--- src/rtl/multicycle_control.sv ---
//------------------------------------------------------------------------------
// Module   : multicycle_control
// Purpose  : Main control FSM of a multicycle MIPS-style datapath. Sequences
//            fetch, decode and the per-class execute/memory/writeback states,
//            and drives write enables, mux selects and the ALU decoder class.
// Revision : 1.0 - initial release
//------------------------------------------------------------------------------
`default_nettype none

module multicycle_control #(
  parameter bit HAS_MEM_READY = 1'b1
) (
  input  logic       clk,
  input  logic       rst_n,
  input  logic [5:0] opcode,
  input  logic       zero,
  input  logic       mem_ready,
  output logic       pc_en,
  output logic       ir_write,
  output logic       mem_write,
  output logic       reg_write,
  output logic       iord,
  output logic       reg_dst,
  output logic       memto_reg,
  output logic       alu_src_a,
  output logic [1:0] alu_src_b,
  output logic [1:0] alu_op,
  output logic [1:0] pc_src,
  output logic       illegal_op,
  output logic [3:0] state
);

  // Supported opcodes
  localparam logic [5:0] OP_RTYPE = 6'b000000;
  localparam logic [5:0] OP_J     = 6'b000010;
  localparam logic [5:0] OP_BEQ   = 6'b000100;
  localparam logic [5:0] OP_BNE   = 6'b000101;
  localparam logic [5:0] OP_ADDI  = 6'b001000;
  localparam logic [5:0] OP_LW    = 6'b100011;
  localparam logic [5:0] OP_SW    = 6'b101011;

  typedef enum logic [3:0] {
    S_FETCH  = 4'd0,
    S_DECODE = 4'd1,
    S_MEMADR = 4'd2,
    S_MEMRD  = 4'd3,
    S_MEMWB  = 4'd4,
    S_MEMWR  = 4'd5,
    S_EXEC   = 4'd6,
    S_ALUWB  = 4'd7,
    S_BRANCH = 4'd8,
    S_ADDIEX = 4'd9,
    S_ADDIWB = 4'd10,
    S_JUMP   = 4'd11
  } state_t;

  state_t     r_state;
  logic       w_ready;
  logic       w_legal;
  logic       w_pc_en;
  logic       w_ir_write;
  logic       w_mem_write;
  logic       w_reg_write;
  logic       w_illegal;

  // Without a ready handshake every memory access completes in one cycle
  assign w_ready = HAS_MEM_READY ? mem_ready : 1'b1;

  // Opcodes that DECODE knows how to dispatch
  assign w_legal = (opcode == OP_LW)   || (opcode == OP_SW)   ||
                   (opcode == OP_RTYPE)|| (opcode == OP_BEQ)  ||
                   (opcode == OP_BNE)  || (opcode == OP_ADDI) ||
                   (opcode == OP_J);

  // State register and transition rules; unused encodings fall back to FETCH
  always_ff @(posedge clk or negedge rst_n) begin
    if (!rst_n) begin
      r_state <= S_FETCH;
    end else begin
      case (r_state)
        S_FETCH: begin
          if (w_ready) r_state <= S_DECODE;
        end
        S_DECODE: begin
          case (opcode)
            OP_LW, OP_SW:   r_state <= S_MEMADR;
            OP_RTYPE:       r_state <= S_EXEC;
            OP_BEQ, OP_BNE: r_state <= S_BRANCH;
            OP_ADDI:        r_state <= S_ADDIEX;
            OP_J:           r_state <= S_JUMP;
            default:        r_state <= S_FETCH;
          endcase
        end
        S_MEMADR: begin
          if (opcode == OP_LW)      r_state <= S_MEMRD;
          else if (opcode == OP_SW) r_state <= S_MEMWR;
          else                      r_state <= S_FETCH;
        end
        S_MEMRD: begin
          if (w_ready) r_state <= S_MEMWB;
        end
        S_MEMWB:  r_state <= S_FETCH;
        S_MEMWR: begin
          if (w_ready) r_state <= S_FETCH;
        end
        S_EXEC:   r_state <= S_ALUWB;
        S_ALUWB:  r_state <= S_FETCH;
        S_BRANCH: r_state <= S_FETCH;
        S_ADDIEX: r_state <= S_ADDIWB;
        S_ADDIWB: r_state <= S_FETCH;
        S_JUMP:   r_state <= S_FETCH;
        default:  r_state <= S_FETCH;
      endcase
    end
  end

  // Output decode from the registered state. The FETCH enables and the
  // branch pc_en follow mem_ready/zero within the same cycle, so these are
  // decoded rather than registered to avoid a cycle of lag on the handshake.
  always_comb begin
    w_pc_en     = 1'b0;
    w_ir_write  = 1'b0;
    w_mem_write = 1'b0;
    w_reg_write = 1'b0;
    w_illegal   = 1'b0;
    iord        = 1'b0;
    reg_dst     = 1'b0;
    memto_reg   = 1'b0;
    alu_src_a   = 1'b0;
    alu_src_b   = 2'b00;
    alu_op      = 2'b00;
    pc_src      = 2'b00;
    case (r_state)
      S_FETCH: begin
        alu_src_b  = 2'b01;
        w_ir_write = w_ready;
        w_pc_en    = w_ready;
      end
      S_DECODE: begin
        alu_src_b = 2'b11;
        w_illegal = ~w_legal;
      end
      S_MEMADR: begin
        alu_src_a = 1'b1;
        alu_src_b = 2'b10;
      end
      S_MEMRD: begin
        iord = 1'b1;
      end
      S_MEMWB: begin
        memto_reg   = 1'b1;
        w_reg_write = 1'b1;
      end
      S_MEMWR: begin
        iord        = 1'b1;
        w_mem_write = 1'b1;
      end
      S_EXEC: begin
        alu_src_a = 1'b1;
        alu_op    = 2'b10;
      end
      S_ALUWB: begin
        reg_dst     = 1'b1;
        w_reg_write = 1'b1;
      end
      S_BRANCH: begin
        alu_src_a = 1'b1;
        alu_op    = 2'b01;
        pc_src    = 2'b01;
        w_pc_en   = (opcode == OP_BNE) ? ~zero : zero;
      end
      S_ADDIEX: begin
        alu_src_a = 1'b1;
        alu_src_b = 2'b10;
      end
      S_ADDIWB: begin
        w_reg_write = 1'b1;
      end
      S_JUMP: begin
        pc_src  = 2'b10;
        w_pc_en = 1'b1;
      end
      default: begin
      end
    endcase
  end

  // Enables are forced low while reset is held, independent of mem_ready
  assign pc_en      = w_pc_en     & rst_n;
  assign ir_write   = w_ir_write  & rst_n;
  assign mem_write  = w_mem_write & rst_n;
  assign reg_write  = w_reg_write & rst_n;
  assign illegal_op = w_illegal   & rst_n;
  assign state      = r_state;

endmodule

`default_nettype wire
--- config.mk ---
export PLATFORM = sky130hd
export DESIGN_NAME = multicycle_control
export DESIGN_NICKNAME = d
export VERILOG_FILES = /design/src/rtl/multicycle_control.sv
export SDC_FILE = /design/constraint.sdc
export NUM_CORES = 1
export LEC_CHECK = 0
export CAP_MARGIN = 20
export CELL_PAD_IN_SITES_DETAIL_PLACEMENT = 1
export CELL_PAD_IN_SITES_GLOBAL_PLACEMENT = 2
export CORE_MARGIN = 2
export CORE_UTILIZATION = 21
export CTS_CLUSTER_SIZE = 20
export DETAILED_ROUTE_END_ITERATION = 16
export GPL_TIMING_DRIVEN = 0
export PLACE_DENSITY_LB_ADDON = 0.1
export SYNTH_ARGS = -nofsm -noshare
export SYNTH_HDL_FRONTEND = slang
export SYNTH_SLANG_ARGS = --single-unit
--- constraint.sdc ---
create_clock -name clk -period 2.3 [get_ports clk]
set_input_delay 0.46 -clock clk [delete_from_list [all_inputs] [get_ports clk]]
set_output_delay 0.46 -clock clk [all_outputs]
set_load 0.01 [all_outputs]
==> results.cfg, run 1 <==
[layout]
final_cell_mix = 12 x clkdlybuf4s50_1, 6 x buf_2, 6 x nor2_1, 6 x dlymetal6s2s_1
final_common_cell = clkdlybuf4s50_1
area_growth_pct = 62.1
largest_reg_flops = 4
antenna_cells = 0
fillers = 344
layout-drive-gt1-share_pct = 34.8
final_nets = 124

[place]
gp_congestion = 0.688
hpwlAfterDp_um = 1600
io_buffers = 27

[drt]
top_layer_used = met3
drtIter0Drc = 14
num_vias = 717
wl_per_cell_um = 14.7
first_pass_iters = 4
routed_wl_um = 2110
via_per_inst = 5.01
m1WireLength_um = 1010
drc_errors = 0
antenna_left = 0
routed-wl-met3_um = 93
wl_met2_um = 1010

[worst_setup_path]
crit_family = simple AND/OR/NAND/NOR gates
worstPathArrival_ps = 1710
critPathBufInv = 3
crit_required_ps = 1840
cp_cell_sequence = buf_2, or4_4, buf_4, o311ai_2, nor4_1, buf_2
max_stage_delay_ps = 530
ff2ff_path_depth = 5
worstPathMaxFanout = 4
cp-start-kind = primary input
r2r_slack_ps = 710
rr_endpoint = state[0]
cpMaxStageDelayCell = or4_4
criticalPathCategory = in2out
r2r_start = state[0]
crit_top_cell = buf_2
crit_path_end_kind = primary output

[timing]
maxSlewHeadroom_pct = 70.3
slew_violations = 0
fin_hold_ws_ps = 203
skew_ps = 0.0312
worst_pin_slew_ps = 442
finalCriticalPeriod_ps = 2170
setup_violations = 0
period_share_pct = 94.5
hold_viol_final = 0
rsz0062_at_grt = false
max_clock_freq_mhz = 460

[pwr]
power.density_nw_per_um2 = 366
ir_drop_mv = 0.287
finalPower_uw = 368
p_leak_nw = 0.448

[job]
drv_cap = 0

[floorplanning]
die_area_um2 = 3410
rows = 19
core_area_um2 = 2780
ios = 29
initial_utilization_pct = 22.3
die-height_um = 58.4
die_w_um = 58.4

[clock_tree]
path_clk_slew_ps = 40
h-tree-depth = 1
cts_buffer_depth = 2
numCtsBuffers = 3
clock_sinks = 4
root_buffer = clkbuf_4
hold_buffers = 0
clkLatencyLatePin_ps = 230
cts_tree = yes

[grt]
overflow = 0
grtUsageTotal_pct = 12.7
grt_pass1_wl_um = 3420
grt_max_degree = 11
grt_pass1_vias = 718
antenna_found_initial = 0

[logic_synthesis]
postSynthCellCount = 80
ys_ff_latch = 4
synthTopCellsByArea = dfrtp_1 16%, nand2b_1 8.1%, nor3_1 4.8%
syn_nets = 90
syn-cell-area_um2 = 621
yosysUniqueCellTypes = 40
yosysTopAreaCellShare_pct = 16.1
synth_seq_area_share_pct = 16.1
synth_top_area_cell = dfrtp_1
yosys_warnings = 0
syn_avg_cell_area_um2 = 7.76

[outcome]
status = complete, no violations

[worst_hold_path]
holdCritPathClass = in2async
-- cell families (layout without fill, tap and decap cells) --
logic type	after synthesis	in the layout	synth area share (%)
flops	4	4	16.1
simple gates	43	43	42.1
buf+inv	8	40	7.26
mux	2	2	3.43
compound gates	21	21	28.2
xor+xnor	2	2	2.82
-- synth_stat cells --
| master | n |
|---|---|
| a2111oi_1 | 1 |
| a2111oi_4 | 1 |
| a211oi_2 | 1 |
| a21oi_1 | 5 |
| a31o_2 | 1 |
| a31oi_1 | 2 |
| and4b_1 | 1 |
| buf_2 | 3 |
| buf_4 | 1 |
| buf_6 | 1 |
| clkbuf_1 | 2 |
| dfrtp_1 | 4 |
| inv_1 | 1 |
| mux2_2 | 1 |
| mux2i_1 | 1 |
| nand2_1 | 2 |
| nand2b_1 | 8 |
| nand3_1 | 3 |
| nand4_1 | 1 |
| nor2_1 | 7 |
| nor2b_1 | 3 |
| nor3_1 | 6 |
| nor3_2 | 1 |
| nor3b_1 | 2 |
| nor4_1 | 2 |
| nor4b_1 | 1 |
| o21a_1 | 4 |
| o21ai_0 | 2 |
| o21ai_1 | 1 |
| o22a_1 | 1 |
| o311ai_0 | 1 |
| o41ai_2 | 1 |
| or2_2 | 1 |
| or2b_1 | 1 |
| or3_1 | 1 |
| or3b_2 | 1 |
| or3b_4 | 1 |
| or4_4 | 1 |
| xnor2_1 | 1 |
| xor2_1 | 1 |
-- worst max path at each step --
stage	startpoint	to	slack, ps	cells past startpoint
after floorplan	opcode[5]	pc_en	330	4
after global placement	opcode[4]	pc_en	-710	6
after detailed placement	opcode[4]	pc_en	-760	6
after CTS	mem_ready	pc_en	-150	6
after global routing	state[1]	illegal_op	10	6
final	opcode[4]	illegal_op	130	6
-- per-layer routing --
layer  vias up  global-route usage (%)
li1        368                       -
met1       331                    18.4
met2        18                    20.9
met3         0                   0.659
met4         0                    2.99
met5         -                       0
-- power by group --
group          internal, mW  total (mW)  switching (mW)
sequential           0.0770      0.0855         0.00845
clock                0.0582      0.0850          0.0268
combinational        0.0961       0.198           0.102
-- layout make-up --
type | instances | area, um2 | area share (%)
Multi-Input combinational cell | 68 | 524 | 52.1
Sequential cell | 4 | 101 | 10.1
Inverter | 1 | 3.75 | 0.373
Buffer | 7 | 52.6 | 5.22
Timing Repair Buffer | 29 | 263 | 26.1
Tap cell | 31 | 38.8 | 3.86
Clock buffer | 3 | 22.5 | 2.24
-- worst reg2reg max path, cell delays in order (launching register included) --
cell and delay [ps]:
dfrtp_1 390, clkbuf_4 260, nand2_1 130, or2_2 290, a31o_2 230, a31oi_1 200
-- per-stage QoR --
step | worst slack [ps] | cell area, um2 | instances | setup TNS, ps | util, %
after CTS | -154 | 960 | 143 | -583 | 34.5
after detailed placement | -765 | 930 | 138 | -2070 | 33.4
after global placement | -714 | 930 | 138 | -2040 | 33.4
after global routing | 10.4 | 1010 | 143 | 0 | 36.2
final | 127 | 1010 | 143 | 0 | 36.2
after floorplan | 332 | 621 | 80 | 0 | -
-- timing repair --
action / in CTS / in global routing
gates resized for setup: 26 / 30
buffers inserted: 2 / 0
setup endpoints to repair: 10 / 12
pin swaps: 1 / 4
No activity file was read; power rests on OpenSTA's default activity.
==> run 2: changes to the inputs <==
--- a/config.mk
+++ b/config.mk
@@ -9,9 +9,10 @@
 export CELL_PAD_IN_SITES_DETAIL_PLACEMENT = 1
 export CELL_PAD_IN_SITES_GLOBAL_PLACEMENT = 2
 export CORE_MARGIN = 2
-export CORE_UTILIZATION = 21
+export CORE_UTILIZATION = 31
 export CTS_CLUSTER_SIZE = 20
 export DETAILED_ROUTE_END_ITERATION = 16
+export DONT_BUFFER_PORTS = 1
 export GPL_TIMING_DRIVEN = 0
 export PLACE_DENSITY_LB_ADDON = 0.1
 export SYNTH_ARGS = -nofsm -noshare
==> run 2 against run 1 <==
Against the previous run: utilization is 0.94 points higher; combinational power shrank 32%; clock skew increased by 3.2 ps; via count down 12%; non-clock buffer count shrank 28; final area decreased by 29%; global-route usage grew 3.9 points; worst setup slack gained 9.0 ps; register-to-register slack got worse by 60 ps; sequential share of layout area rose by 4.1 points; critical path depth is 1 lower; power shrank 16%.
==> results.cfg, run 2 (synthesized netlist as in run 1, its figures left out) <==
[grt]
antenna_found_initial = 0
grt_pass1_wl_um = 3090
grtUsageTotal_pct = 16.6
overflow = 0
grt_max_degree = 11
grt_pass1_vias = 632

[worst_setup_path]
ff2ff_path_depth = 5
worstPathArrival_ps = 1700
crit_path_end_kind = primary output
r2r_start = state[0]
r2r_slack_ps = 650
criticalPathCategory = reg2out
crit_required_ps = 1840
rr_endpoint = state[0]
worstPathMaxFanout = 10
cp-start-kind = flip-flop

[floorplanning]
die_w_um = 48.7
initial_utilization_pct = 32.3
die_area_um2 = 2380
ios = 29
die-height_um = 48.7
rows = 16
core_area_um2 = 1920

[timing]
setup_violations = 0
slew_violations = 0
worst_pin_slew_ps = 546
final.setup.tns_ps = 0
max_clock_freq_mhz = 462
maxSlewHeadroom_pct = 63.3
skew_ps = 3.23
rsz0062_at_grt = false
hold_viol_final = 0
period_share_pct = 94.1
finalCriticalPeriod_ps = 2160

[drt]
via_per_inst = 5.66
wl_per_cell_um = 16.9
antenna_left = 0
first_pass_iters = 4
num_vias = 628
drtIter0Drc = 13
drc_errors = 0
routed_wl_um = 1880

[layout]
final_cell_mix = 7 x nand2b_1, 6 x nor2_1, 5 x nor3_1, 5 x a21oi_1, 4 x o21a_1
final_common_cell = nand2b_1
largest_reg_flops = 4
stdcell_area_um2 = 713
layout-drive-gt1-share_pct = 28.6
antenna_cells = 0
final_nets = 96
area_growth_pct = 14.9
fillers = 243

[pwr]
finalPower_uw = 308
power.density_nw_per_um2 = 432
ir_drop_mv = 0.330
p_leak_nw = 0.235

[place]
io_buffers = 0
hpwlAfterDp_um = 1420
gp_congestion = 0.710
place_area_um2 = 654

[job]
drv_cap = 0

[clock_tree]
numCtsBuffers = 3
postCtsSetupBuffers = 0
root_buffer = clkbuf_4
path_clk_slew_ps = 40
h-tree-depth = 1
clkLatencyLatePin_ps = 230
clock_sinks = 4
cts_tree = yes
cts_buffer_depth = 2

[worst_hold_path]
holdPathStages = 2
hp-start = opcode[3]
whs_endpoint = state[2]
holdCritPathClass = in2reg

[outcome]
status = complete, no violations
## run 2: cell count changes in the layout (fill, tap and decap cells not counted), sizes merged
cell	delta
buf	-5
dlymetal6s2s	-6
clkdlybuf4s50	-12
dlygate4sd3	+1
clkbuf	-4
dlygate4sd2	-2
## run 2: how the worst max path moves through the flow
stage               cells past startpoint       from         end
floorplan                               4  opcode[5]       pc_en
global placement                        5   state[1]  illegal_op
detailed placement                      5   state[1]  illegal_op
CTS                                     5   state[1]  illegal_op
global route                            5   state[1]  illegal_op
finish                                  5   state[1]  illegal_op
## run 2: area by class of cell
class	count	area (um2)	share of cell area, %
plain buffers	7	45.0	6.32
inverters	1	3.75	0.526
repair buffers	1	10.0	1.40
well taps	27	33.8	4.74
flip-flops and latches	4	101	14.2
clock buffers	3	22.5	3.16
multi-input cells	68	497	69.6
## run 2: timing repair
action,CTS,global route
resized for setup,2,10
hold buffers,1,0
pin swaps,0,1
endpoints found under the hold margin,4,0
endpoints found under the setup margin,2,4
## run 2: metal layers
| layer | vias to the layer above | GRT usage [%] | part of all wire [%] |
|---|---|---|---|
| li1 | 306 | - | - |
| met5 | - | 0 | 0 |
| met4 | 0 | 1.43 | 0 |
| met1 | 300 | 23.1 | 48 |
| met2 | 22 | 24.9 | 44 |
| met3 | 0 | 7.10 | 8.0 |
## run 2: power by group
part	leakage (nW)	total (mW)	switching [mW]	internal [mW]
logic	0.169	0.134	0.0777	0.0565
registers	0.0525	0.0881	0.0111	0.0770
clock network	0.0138	0.0858	0.0275	0.0583
total	0.235	0.308	0.116	0.192
## run 2: per-stage QoR
stage / hold slack, ps / setup slack [ps] / cells / utilization, %
after floorplan: 164 / 332 / 80 / -
after global placement: 165 / 124 / 107 / 34.0
after detailed placement: 164 / 88.4 / 107 / 34.0
after CTS: 404 / -74.9 / 111 / 36.3
after global routing: 424 / 11.6 / 111 / 37.1
final: 404 / 136 / 111 / 37.1
## run 2: critical path: stages, from the launching register on
cell	delay (ps)
dfrtp_2	460
buf_4	200
nand2b_4	170
nor2_2	110
o311ai_1	130
nor4_2	410
==> run 3: changes to the inputs <==
--- a/config.mk
+++ b/config.mk
@@ -8,13 +8,16 @@
 export CAP_MARGIN = 20
 export CELL_PAD_IN_SITES_DETAIL_PLACEMENT = 1
 export CELL_PAD_IN_SITES_GLOBAL_PLACEMENT = 2
+export CORE_ASPECT_RATIO = 0.7
 export CORE_MARGIN = 2
 export CORE_UTILIZATION = 31
 export CTS_CLUSTER_SIZE = 20
 export DETAILED_ROUTE_END_ITERATION = 16
 export DONT_BUFFER_PORTS = 1
 export GPL_TIMING_DRIVEN = 0
+export HOLD_SLACK_MARGIN = 0.12
 export PLACE_DENSITY_LB_ADDON = 0.1
+export SKIP_LAST_GASP = 1
 export SYNTH_ARGS = -nofsm -noshare
 export SYNTH_HDL_FRONTEND = slang
 export SYNTH_SLANG_ARGS = --single-unit
==> run 3 against run 2 <==
Against the previous run: sequential cell count did not move; critical path depth unchanged; sequential share of layout area increased by 0.075 points; fmax shrank 2.3%; non-clock buffer count unchanged; via count shrank 0.16%; worst hold slack lost 12 ps; register-to-register slack improved by 40 ps; critical endpoint unchanged; largest cell class unchanged; largest power group unchanged.
==> results.cfg, run 3 (synthesized netlist as in run 1, its figures left out) <==
[floorplanning]
ios = 29
die-height_um = 41.4
die_w_um = 57.5
core_area_um2 = 1870
initial_utilization_pct = 33.2
rows = 13
die_area_um2 = 2380

[grt]
grt_pass1_wl_um = 3430
grtUsageTotal_pct = 18.6
antenna_found_initial = 0
grt_pass1_vias = 671
grt_max_degree = 11
overflow = 0

[clock_tree]
clock_sinks = 4
clkLatencyLatePin_ps = 240
numCtsBuffers = 3
cts_tree = yes
root_buffer = clkbuf_4
cts_buffer_depth = 2
h-tree-depth = 1
path_clk_slew_ps = 40

[drt]
antenna_left = 0
wl_per_cell_um = 17.8
via_per_inst = 5.92
first_pass_iters = 4
routed_wl_um = 1890
drc_errors = 0
drtIter0Drc = 19
num_vias = 627

[outcome]
status = complete, no violations

[worst_setup_path]
crit_required_ps = 1840
criticalPathCategory = reg2out
cp-start-kind = flip-flop
crit_path_end_kind = primary output
worstPathMaxFanout = 10
worstPathArrival_ps = 1750

[place]
hpwlAfterDp_um = 1440
dp_slack_ps = 96.8
io_buffers = 0
gp_congestion = 0.707

[timing]
setup_slack_ps = 85.8
finalCriticalPeriod_ps = 2210
hold_viol_final = 0
max_clock_freq_mhz = 452
worst_pin_slew_ps = 567
skew_ps = 6.02
maxSlewHeadroom_pct = 61.9
slew_violations = 0
rsz0062_at_grt = false
setup_violations = 0
final.setup.tns_ps = 0
fin_hold_ws_ps = 392
period_share_pct = 96.3

[pwr]
p_leak_nw = 0.234
ir_drop_mv = 0.227
power.density_nw_per_um2 = 443

[layout]
final_common_cell = nand2b_1
final_cell_mix = 7 x nand2b_1, 6 x nor2_1, 5 x clkbuf_4, 5 x nor3_1, 5 x a21oi_1
layout-drive-gt1-share_pct = 28.6
area_growth_pct = 14.3
fillers = 233
antenna_cells = 0
multiInputGateArea_um2 = 497
final_nets = 96
largest_reg_flops = 4
seq_area_um2 = 101

[job]
drv_cap = 0

[worst_hold_path]
holdCritPathClass = in2reg
run 3: cell types whose count changed in the layout (fill, tap and decap cells not counted):
cell,before,now
buf_2,3,2
o311ai_1,1,0
clkbuf_4,3,5
o311ai_0,0,1
buf_4,2,1
run 3: where the power goes:
part | switching (mW) | leakage [nW] | internal [mW] | total [mW]
registers | 0.0116 | 0.0525 | 0.0769 | 0.0885
clock network | 0.0328 | 0.0138 | 0.0586 | 0.0915
logic | 0.0766 | 0.168 | 0.0576 | 0.134
run 3: layout make-up:
class / count / share of cell area, %
Multi-Input combinational cell: 68 / 70.0
Sequential cell: 4 / 14.3
Buffer: 7 / 6.70
Tap cell: 22 / 3.88
Clock buffer: 3 / 3.17
Timing Repair Buffer: 1 / 1.41
Inverter: 1 / 0.529
run 3: path summary, 6_finish.rpt:
path | to | cells after the start | slack, ps | from
setup / recovery | illegal_op | 5 | 90 | state[1]
hold / removal | state[2] | 2 | 390 | opcode[3]
setup reg to reg | state[0] | 5 | 690 | state[0]
hold reg to reg | state[1] | 2 | 730 | state[1]
max in group asynchronous | state[1] | 1 | 1590 | rst_n
min in group asynchronous | state[0] | 1 | 500 | rst_n
run 3: per-layer routing:
metal	global-route usage (%)	routed length, um	vias to the layer above
met5	0	0	-
met4	2.79	0	0
met3	7.48	137	0
met2	26.4	817	18
met1	26.7	936	304
li1	-	-	305
run 3: worst max-delay path, stage by stage (launching register included):
cell,delay (ps)
dfrtp_2,450
clkbuf_4,210
nand2b_4,180
nor2_2,100
o311ai_0,170
nor4_2,400
run 3: through the flow:
step | area [um2] | power (mW) | utilization (%) | instances
3_3_place_gp | 648 | 0.209 | 34.6 | 102
4_1_cts | 692 | 0.310 | 37.0 | 106
3_5_place_dp | 648 | 0.209 | 34.6 | 102
2_1_floorplan | 621 | 0.187 | - | 80
6_report | 709 | 0.314 | 37.9 | 106
5_1_grt | 709 | 0.339 | 37.9 | 106
run 3: repair_timing:
item	4_1_cts	5_1_grt
hold endpoints to repair	4	0
hold buffers	1	0
setup endpoints to repair	2	5
buffers inserted	0	0
resized for setup	2	9
pin swaps	0	1
